===== src/rtl/ddr_req_arbiter_if.sv =====
// Request/command bundle between the requesters, the DDR command channel and ddr_req_arbiter.
// Handshake: cmd_valid holds cmd_type/cmd_addr/cmd_len stable until the cycle cmd_ready is sampled high;
// a burst is closed by a one-cycle burst_done and answered by a one-cycle done bit for the owner.
interface ddr_req_arbiter_if #(
  parameter int DDR_ADDR_WIDTH = 28
);
  logic                      ddr_rdy;
  logic                      st_req;
  logic [DDR_ADDR_WIDTH-1:0] st_addr;
  logic                      rd_req;
  logic [DDR_ADDR_WIDTH-1:0] rd_addr;
  logic                      jmp_req;
  logic [DDR_ADDR_WIDTH-1:0] jmp_addr;
  logic                      ins_req;
  logic [DDR_ADDR_WIDTH-1:0] ins_addr;
  logic [7:0]                ins_len;
  logic [3:0]                gnt;
  logic [3:0]                done;
  logic                      cmd_valid;
  logic [1:0]                cmd_type;
  logic [DDR_ADDR_WIDTH-1:0] cmd_addr;
  logic [9:0]                cmd_len;
  logic                      cmd_ready;
  logic                      burst_done;
  logic                      timeout_err;

  modport master (
    output ddr_rdy, st_req, st_addr, rd_req, rd_addr, jmp_req, jmp_addr,
           ins_req, ins_addr, ins_len, cmd_ready, burst_done,
    input  gnt, done, cmd_valid, cmd_type, cmd_addr, cmd_len, timeout_err
  );

  modport slave (
    input  ddr_rdy, st_req, st_addr, rd_req, rd_addr, jmp_req, jmp_addr,
           ins_req, ins_addr, ins_len, cmd_ready, burst_done,
    output gnt, done, cmd_valid, cmd_type, cmd_addr, cmd_len, timeout_err
  );
endinterface


===== src/rtl/ddr_req_arbiter.sv =====
// Fixed-priority (st > rd > jmp > ins) arbiter issuing one DDR burst at a time.
// Optional instruction-fetch starvation guard enabled by defining DDR_ARB_AGING_EN.
module ddr_req_arbiter #(
  parameter int DDR_ADDR_WIDTH   = 28,
  parameter int DATA_CACHE_DEPTH = 16,
  parameter int TIMEOUT_CYCLES   = 1023,
  parameter int AGE_LIMIT        = 64
) (
  input  logic             mem_clk,
  input  logic             rst,
  ddr_req_arbiter_if.slave bus,
  output logic [1:0]       state_o
);

  typedef enum logic [1:0] {S_IDLE, S_ISSUE, S_WAIT, S_RELEASE} state_t;

  if (TIMEOUT_CYCLES < 1 || TIMEOUT_CYCLES > 1023) begin : g_bad_timeout
    $error("TIMEOUT_CYCLES must fit the 10-bit watchdog");
  end
  if (AGE_LIMIT < 1 || AGE_LIMIT > 255) begin : g_bad_age
    $error("AGE_LIMIT must fit the 8-bit age counter");
  end

  state_t                    state_q, state_d;
  logic [3:0]                gnt_q, gnt_d;
  logic [3:0]                done_q, done_d;
  logic [1:0]                type_q, type_d;
  logic [DDR_ADDR_WIDTH-1:0] addr_q, addr_d;
  logic [9:0]                len_q, len_d;
  logic [9:0]                wd_q, wd_d;
  logic                      tmo_q, tmo_d;
  logic [3:0]                sel;
  logic                      any_req;
  logic                      ins_boost;

  assign any_req = bus.st_req | bus.rd_req | bus.jmp_req | bus.ins_req;

`ifdef DDR_ARB_AGING_EN
  logic [7:0] age_q, age_d;

  assign ins_boost = bus.ins_req && (age_q >= 8'(AGE_LIMIT));

  // Age counts IDLE arbitrations that ins lost while it was requesting.
  always_comb begin
    age_d = age_q;
    if (!bus.ins_req) begin
      age_d = '0;
    end else if (state_q == S_IDLE && bus.ddr_rdy) begin
      age_d = sel[0] ? 8'd0 : age_q + 8'd1;
    end
  end

  always_ff @(posedge mem_clk) begin
    if (rst) age_q <= '0;
    else     age_q <= age_d;
  end
`else
  assign ins_boost = 1'b0;
`endif

  always_comb begin
    sel = 4'b0000;
    if (ins_boost)        sel = 4'b0001;
    else if (bus.st_req)  sel = 4'b1000;
    else if (bus.rd_req)  sel = 4'b0100;
    else if (bus.jmp_req) sel = 4'b0010;
    else if (bus.ins_req) sel = 4'b0001;
  end

  always_comb begin
    state_d = state_q;
    gnt_d   = gnt_q;
    done_d  = '0;
    type_d  = type_q;
    addr_d  = addr_q;
    len_d   = len_q;
    wd_d    = wd_q;
    tmo_d   = tmo_q;
    case (state_q)
      S_IDLE: begin
        if (bus.ddr_rdy && any_req) begin
          gnt_d   = sel;
          state_d = S_ISSUE;
          case (sel)
            4'b1000: begin type_d = 2'd3; addr_d = bus.st_addr;  len_d = 10'(DATA_CACHE_DEPTH);     end
            4'b0100: begin type_d = 2'd1; addr_d = bus.rd_addr;  len_d = 10'(DATA_CACHE_DEPTH + 1); end
            4'b0010: begin type_d = 2'd2; addr_d = bus.jmp_addr; len_d = 10'd1;                     end
            default: begin type_d = 2'd0; addr_d = bus.ins_addr; len_d = {2'b00, bus.ins_len};      end
          endcase
        end
      end
      S_ISSUE: begin
        if (bus.cmd_ready) begin
          state_d = S_WAIT;
          wd_d    = '0;
        end
      end
      S_WAIT: begin
        // A real burst_done wins over a watchdog expiry in the same cycle.
        if (bus.burst_done || wd_q == 10'(TIMEOUT_CYCLES - 1)) begin
          if (!bus.burst_done) tmo_d = 1'b1;
          state_d = S_RELEASE;
          done_d  = gnt_q;
          gnt_d   = '0;
        end else begin
          wd_d = wd_q + 10'd1;
        end
      end
      S_RELEASE: state_d = S_IDLE;
      default:   state_d = S_IDLE;
    endcase
  end

  always_ff @(posedge mem_clk) begin
    if (rst) begin
      state_q <= S_IDLE;
      gnt_q   <= '0;
      done_q  <= '0;
      type_q  <= '0;
      addr_q  <= '0;
      len_q   <= '0;
      wd_q    <= '0;
      tmo_q   <= 1'b0;
    end else begin
      state_q <= state_d;
      gnt_q   <= gnt_d;
      done_q  <= done_d;
      type_q  <= type_d;
      addr_q  <= addr_d;
      len_q   <= len_d;
      wd_q    <= wd_d;
      tmo_q   <= tmo_d;
    end
  end

  assign bus.gnt         = gnt_q;
  assign bus.done        = done_q;
  assign bus.cmd_valid   = (state_q == S_ISSUE);
  assign bus.cmd_type    = type_q;
  assign bus.cmd_addr    = addr_q;
  assign bus.cmd_len     = len_q;
  assign bus.timeout_err = tmo_q;
  assign state_o         = state_q;

endmodule

===== src/flat_wrapper.sv =====
// flat-port wrapper written by rule: the top's interface ports become plain ports
module ddr_req_arbiter_flat 
#(
  parameter int DDR_ADDR_WIDTH   = 28,
  parameter int DATA_CACHE_DEPTH = 16,
  parameter int TIMEOUT_CYCLES   = 1023,
  parameter int AGE_LIMIT        = 64
)
  (mem_clk, rst, state_o, bus_ddr_rdy, bus_st_req, bus_st_addr, bus_rd_req, bus_rd_addr, bus_jmp_req, bus_jmp_addr, bus_ins_req, bus_ins_addr, bus_ins_len, bus_cmd_ready, bus_burst_done, bus_gnt, bus_done, bus_cmd_valid, bus_cmd_type, bus_cmd_addr, bus_cmd_len, bus_timeout_err);
  ddr_req_arbiter_if #(.DDR_ADDR_WIDTH(DDR_ADDR_WIDTH)) bus_i ();
  input  logic mem_clk;
  input  logic rst;
  output logic [1:0] state_o;
  input wire logic [$bits(bus_i.ddr_rdy)-1:0] bus_ddr_rdy;
  input wire logic [$bits(bus_i.st_req)-1:0] bus_st_req;
  input wire logic [$bits(bus_i.st_addr)-1:0] bus_st_addr;
  input wire logic [$bits(bus_i.rd_req)-1:0] bus_rd_req;
  input wire logic [$bits(bus_i.rd_addr)-1:0] bus_rd_addr;
  input wire logic [$bits(bus_i.jmp_req)-1:0] bus_jmp_req;
  input wire logic [$bits(bus_i.jmp_addr)-1:0] bus_jmp_addr;
  input wire logic [$bits(bus_i.ins_req)-1:0] bus_ins_req;
  input wire logic [$bits(bus_i.ins_addr)-1:0] bus_ins_addr;
  input wire logic [$bits(bus_i.ins_len)-1:0] bus_ins_len;
  input wire logic [$bits(bus_i.cmd_ready)-1:0] bus_cmd_ready;
  input wire logic [$bits(bus_i.burst_done)-1:0] bus_burst_done;
  output wire logic [$bits(bus_i.gnt)-1:0] bus_gnt;
  output wire logic [$bits(bus_i.done)-1:0] bus_done;
  output wire logic [$bits(bus_i.cmd_valid)-1:0] bus_cmd_valid;
  output wire logic [$bits(bus_i.cmd_type)-1:0] bus_cmd_type;
  output wire logic [$bits(bus_i.cmd_addr)-1:0] bus_cmd_addr;
  output wire logic [$bits(bus_i.cmd_len)-1:0] bus_cmd_len;
  output wire logic [$bits(bus_i.timeout_err)-1:0] bus_timeout_err;
  assign bus_i.ddr_rdy = bus_ddr_rdy;
  assign bus_i.st_req = bus_st_req;
  assign bus_i.st_addr = bus_st_addr;
  assign bus_i.rd_req = bus_rd_req;
  assign bus_i.rd_addr = bus_rd_addr;
  assign bus_i.jmp_req = bus_jmp_req;
  assign bus_i.jmp_addr = bus_jmp_addr;
  assign bus_i.ins_req = bus_ins_req;
  assign bus_i.ins_addr = bus_ins_addr;
  assign bus_i.ins_len = bus_ins_len;
  assign bus_i.cmd_ready = bus_cmd_ready;
  assign bus_i.burst_done = bus_burst_done;
  assign bus_gnt = bus_i.gnt;
  assign bus_done = bus_i.done;
  assign bus_cmd_valid = bus_i.cmd_valid;
  assign bus_cmd_type = bus_i.cmd_type;
  assign bus_cmd_addr = bus_i.cmd_addr;
  assign bus_cmd_len = bus_i.cmd_len;
  assign bus_timeout_err = bus_i.timeout_err;
  ddr_req_arbiter #(.DDR_ADDR_WIDTH(DDR_ADDR_WIDTH), .DATA_CACHE_DEPTH(DATA_CACHE_DEPTH), .TIMEOUT_CYCLES(TIMEOUT_CYCLES), .AGE_LIMIT(AGE_LIMIT)) u_core (.mem_clk(mem_clk), .rst(rst), .bus(bus_i), .state_o(state_o));
endmodule

===== config.mk =====
export PLATFORM = sky130hd
export DESIGN_NAME = ddr_req_arbiter_flat
export DESIGN_NICKNAME = d
export VERILOG_FILES = /design/src/rtl/ddr_req_arbiter_if.sv /design/src/rtl/ddr_req_arbiter.sv /design/src/flat_wrapper.sv
export SDC_FILE = /design/constraint.sdc
export NUM_CORES = 1
export LEC_CHECK = 0
export ABC_AREA = 1
export CORE_MARGIN = 2
export CORE_UTILIZATION = 30
export DETAILED_ROUTE_END_ITERATION = 10
export PLACE_DENSITY = 0.68
export SYNTH_ARGS = -nofsm -noshare
export SYNTH_HDL_FRONTEND = slang
export SYNTH_SLANG_ARGS = --single-unit
export TNS_END_PERCENT = 1

===== constraint.sdc =====
create_clock -name mem_clk -period 1.4 [get_ports mem_clk]
set_input_delay 0.14 -clock mem_clk [delete_from_list [all_inputs] [get_ports mem_clk]]
set_output_delay 0.14 -clock mem_clk [all_outputs]
set_load 0.02 [all_outputs]

==> results list <==
- The count of final hold-check violations came to 0.
- Critical path data arrival time: 1690 ps
* Leakage: 2.514 nW
- After the first detailed-routing iteration, the DRC count stood at 160.
- The worst setup path is of the register to register kind.
- Area of the core region: 0.01032 mm²
* Horizontal extent of the die: 107.3 µm
* Multi-input combinational cell area: 0.002004 mm²
* CP max stage cell: sky130_fd_sc_hd__dfxtp_4
- In this run the mean area of a mapped cell was 6.610 µm².
- Synthesis Warnings: 0
- In the final layout, the share of cells above drive strength 1 is 0.1833.
- The startpoint identified for the worst register-to-register timing path is u_core.state_o[1].
- Based on the critical path, the design can be clocked at up to 697.2 MHz.
- The die covers 0.01151 mm².
* Initial antenna violation count: 0
- GRT Resource Usage Total: 0.2003
* Max incr delay on CP: 350 ps
- Total half-perimeter wirelength after legalization and detailed placement: 8796 µm
- Drt total wl: 11510 µm
* Shortest period the worst path allows: 1434 ps
* Primary FF master, synth: sky130_fd_sc_hd__dfxtp_1
- The checks that failed: setup timing.
- TritonCTS clock tree: yes
* Number of top-level pins: 181
- The final route contains 3897 vias.
- Along the worst path, the maximum fanout reaches 6.
- After detailed routing, the number of vias per cell comes to 4.701.
- Across all setup checks in the final design, the least slack found is -34.33 ps.
* Area of all sequential standard cells: 0.001192 mm²
* Critical path startpoint: u_core.state_o[1]
- Synthesis handed over a netlist of 484 instances.
- Final slew viol count: 0
- Sequential share of the synthesized area: 0.3692
- Total placed cells including tap cells: 810
* Number of buffers on the longest clock path: 2
- IR analysis of the VDD net gives a maximum drop of 502.6 µV.
- Max-cap violations in this run came to 0.
* Crit path cell chain: clkinvlp_4 -> ha_4 -> inv_4 -> nor2_4 -> a21oi_4 -> buf_12 -> buf_6 -> nand3_1 -> a21oi_1
* Pwr dens: 1419 mW/mm²
- ANT nets after route: 0
* Core Rows: 37
* Final period utilization: 1.025
- The first global-routing pass estimated 18260 µm of wire.
* Count of clock tree sinks: 59
- For this configuration, the core starts out at a cell density of 0.3099.
* H-tree levels: 3
* Final setup skew: 8.923 ps
- In this run the vertical extent of the chip is 107.3 µm.
- The netlist uses 32 different library cells.
- In this run the worst hold path is classified as primary input to register.
- Area grow syn2layout: 82.87%
- In the final design database the tool counted 824 nets.
- Number of detailed-routing iterations run before antenna repair: 4
* Pin count of the biggest net entering global routing: 31
- Total inserted antenna cells: 0
- Async set or reset register ratio after synthesis: 0
- Number of global-route vias before repair: 3987
- Status: finished, violations left
- Wire length per cell after detailed routing: 13.88 µm
- The synthesized design contains 0 enable-type register cells.
* Setup violators final: 10
* Inserted Clock Buffers: 9
- Number of port buffers: 178
* Total power after layout: 8.304 mW
- Required time worst endpoint: 1660 ps
- Final GP Congestion: 0.8535
* GRT Residual Overflow: 0
- Synth Cell Area: 0.003199 mm²
- For this run, design rule violations remaining after detail routing come to 0.
- Root buffer cell: sky130_fd_sc_hd__clkbuf_8
* Seq cells post-synth: 59
* Hold Startpoint: bus_ins_len[3]
- Worst-path clk slew: 60 ps
- Critical Path Source Type: register
- The number of hold buffers added after CTS was 0.
* Kind of capture point of the worst setup path: register
* Non-filler cells in the finished layout: 829
- Counting the fill cells in the layout gives 1012.
* Setup repair after global routing missed its margin: true
* Insertion delay to the later sink of the worst-skew pair: 330 ps
[power breakdown]
| part | total, mW | switching, mW | internal [mW] |
|---|---|---|---|
| Combinational | 4.42 | 2.38 | 2.04 |
| Sequential | 2.32 | 0.242 | 2.08 |
| Clock | 1.56 | 0.650 | 0.908 |
[final timing paths]
check,depth (start not counted),slack (ps),to
max,9,-30,u_core.wd_q[7]
min,3,380,u_core.bus.cmd_len[3]
max reg2reg,9,-30,u_core.wd_q[7]
min reg2reg,2,450,u_core.bus.done[3]
[cell usage after synthesis (2+ instances only)]
cell | count | area (µm²)
sky130_fd_sc_hd__nand2_1 | 140 | 525.5
sky130_fd_sc_hd__dfxtp_1 | 59 | 1181
sky130_fd_sc_hd__nor2_1 | 55 | 206.5
sky130_fd_sc_hd__nand3_1 | 50 | 250.2
sky130_fd_sc_hd__a21oi_1 | 38 | 190.2
sky130_fd_sc_hd__o21ai_0 | 34 | 170.2
sky130_fd_sc_hd__inv_1 | 24 | 90.09
sky130_fd_sc_hd__buf_2 | 15 | 75.07
sky130_fd_sc_hd__a211oi_1 | 14 | 105.1
sky130_fd_sc_hd__clkbuf_1 | 10 | 37.54
sky130_fd_sc_hd__ha_1 | 6 | 75.07
sky130_fd_sc_hd__a31oi_1 | 5 | 31.28
sky130_fd_sc_hd__inv_2 | 5 | 18.77
sky130_fd_sc_hd__nand2_2 | 4 | 25.02
sky130_fd_sc_hd__buf_4 | 3 | 22.52
sky130_fd_sc_hd__nand2_4 | 3 | 33.78
sky130_fd_sc_hd__nand3_2 | 2 | 20.02
sky130_fd_sc_hd__nand4_1 | 2 | 12.51
sky130_fd_sc_hd__nor3_1 | 2 | 10.01
[flip-flops by register name, summed over array words and instances, names as in the netlist]
| name | flops |
|---|---|
| u_core.bus.cmd_addr | 28 |
| u_core.bus.cmd_len | 8 |
| u_core.bus.cmd_type | 2 |
| u_core.bus.done | 4 |
| u_core.bus.gnt | 4 |
| u_core.bus.timeout_err | 1 |
| u_core.state_o | 2 |
| u_core.wd_q | 10 |
[metrics by stage]
stage          hold WS, ps  TNS (ps)  utilization  instance area [µm²]  setup WS, ps
2_1_floorplan        254.6    -5.917            -                 3239        -5.917
3_3_place_gp         440.5     -7699       0.5233                 5403        -251.4
3_5_place_dp         443.9     -9208       0.5233                 5403        -297.1
4_1_cts              369.7    -758.7       0.5376                 5550        -94.81
5_1_grt              397.1     -2841       0.5667                 5851        -118.2
6_report             383.4    -132.4       0.5667                 5851        -34.33
[cell type report]
type                       instances  area share
clock buffer                      13     0.02716
clock inverter                     2    0.005988
inverter                          29     0.02096
multi-input combinational        368      0.3426
sequential                        59      0.2038
tap                              136     0.02908
timing repair buffer             222      0.3704
[worst max-delay path: cells and delay by family (launching register included)]
kind	cells	cell delay, ps
AND/OR/NAND/NOR	2	110
adder cells (fa/ha/maj)	1	170
flip-flops	1	350
buffers and inverters	4	420
AO/OA/AOI/OAI	2	290
[kinds of logic (layout without fill, tap and decap cells)]
group                    after synthesis  in the layout  share of synthesized area
AO/OA/AOI/OAI                         95             95                     0.1678
XOR/XNOR                               2              2                   0.005476
adder cells (fa/ha/maj)                6              6                    0.02346
buffers and inverters                 59            266                    0.08095
flip-flops                            59             59                     0.3692
other                                  1              2                   0.001172
AND/OR/NAND/NOR                      262            263                     0.3520
[placed cells by master, fill, tap and decap left out, drive strengths merged, types with 2 or more instances in the layout]
cell type      synthesis  routed
nand2                147     148
clkdlybuf4s50          0     128
dfxtp                 59      59
nor2                  57      57
nand3                 53      53
dlygate4sd2            0      48
buf                   20      43
a21oi                 40      40
o21ai                 35      35
inv                   29      28
clkbuf                10      14
a211oi                14      14
ha                     6       6
a31oi                  5       5
nand4                  2       2
conb                   1       2
dlymetal6s2s           0       2
nor3                   2       2
[what timing repair did]
action	in CTS	in global routing
setup buffers	0	2
gates resized for setup	53	92
pin swaps	0	12
endpoints found under the setup margin	93	58
cloned	0	2
[layer usage]
metal | wire length [µm] | global-route usage | vias to the layer above
li1 | - | - | 1999
met1 | 4535 | 0.2181 | 1711
met2 | 5667 | 0.3535 | 155
met3 | 895 | 0.05266 | 32
met4 | 410 | 0.1067 | 0
met5 | 0 | 0 | -
Power figures use the tool's default switching activity.
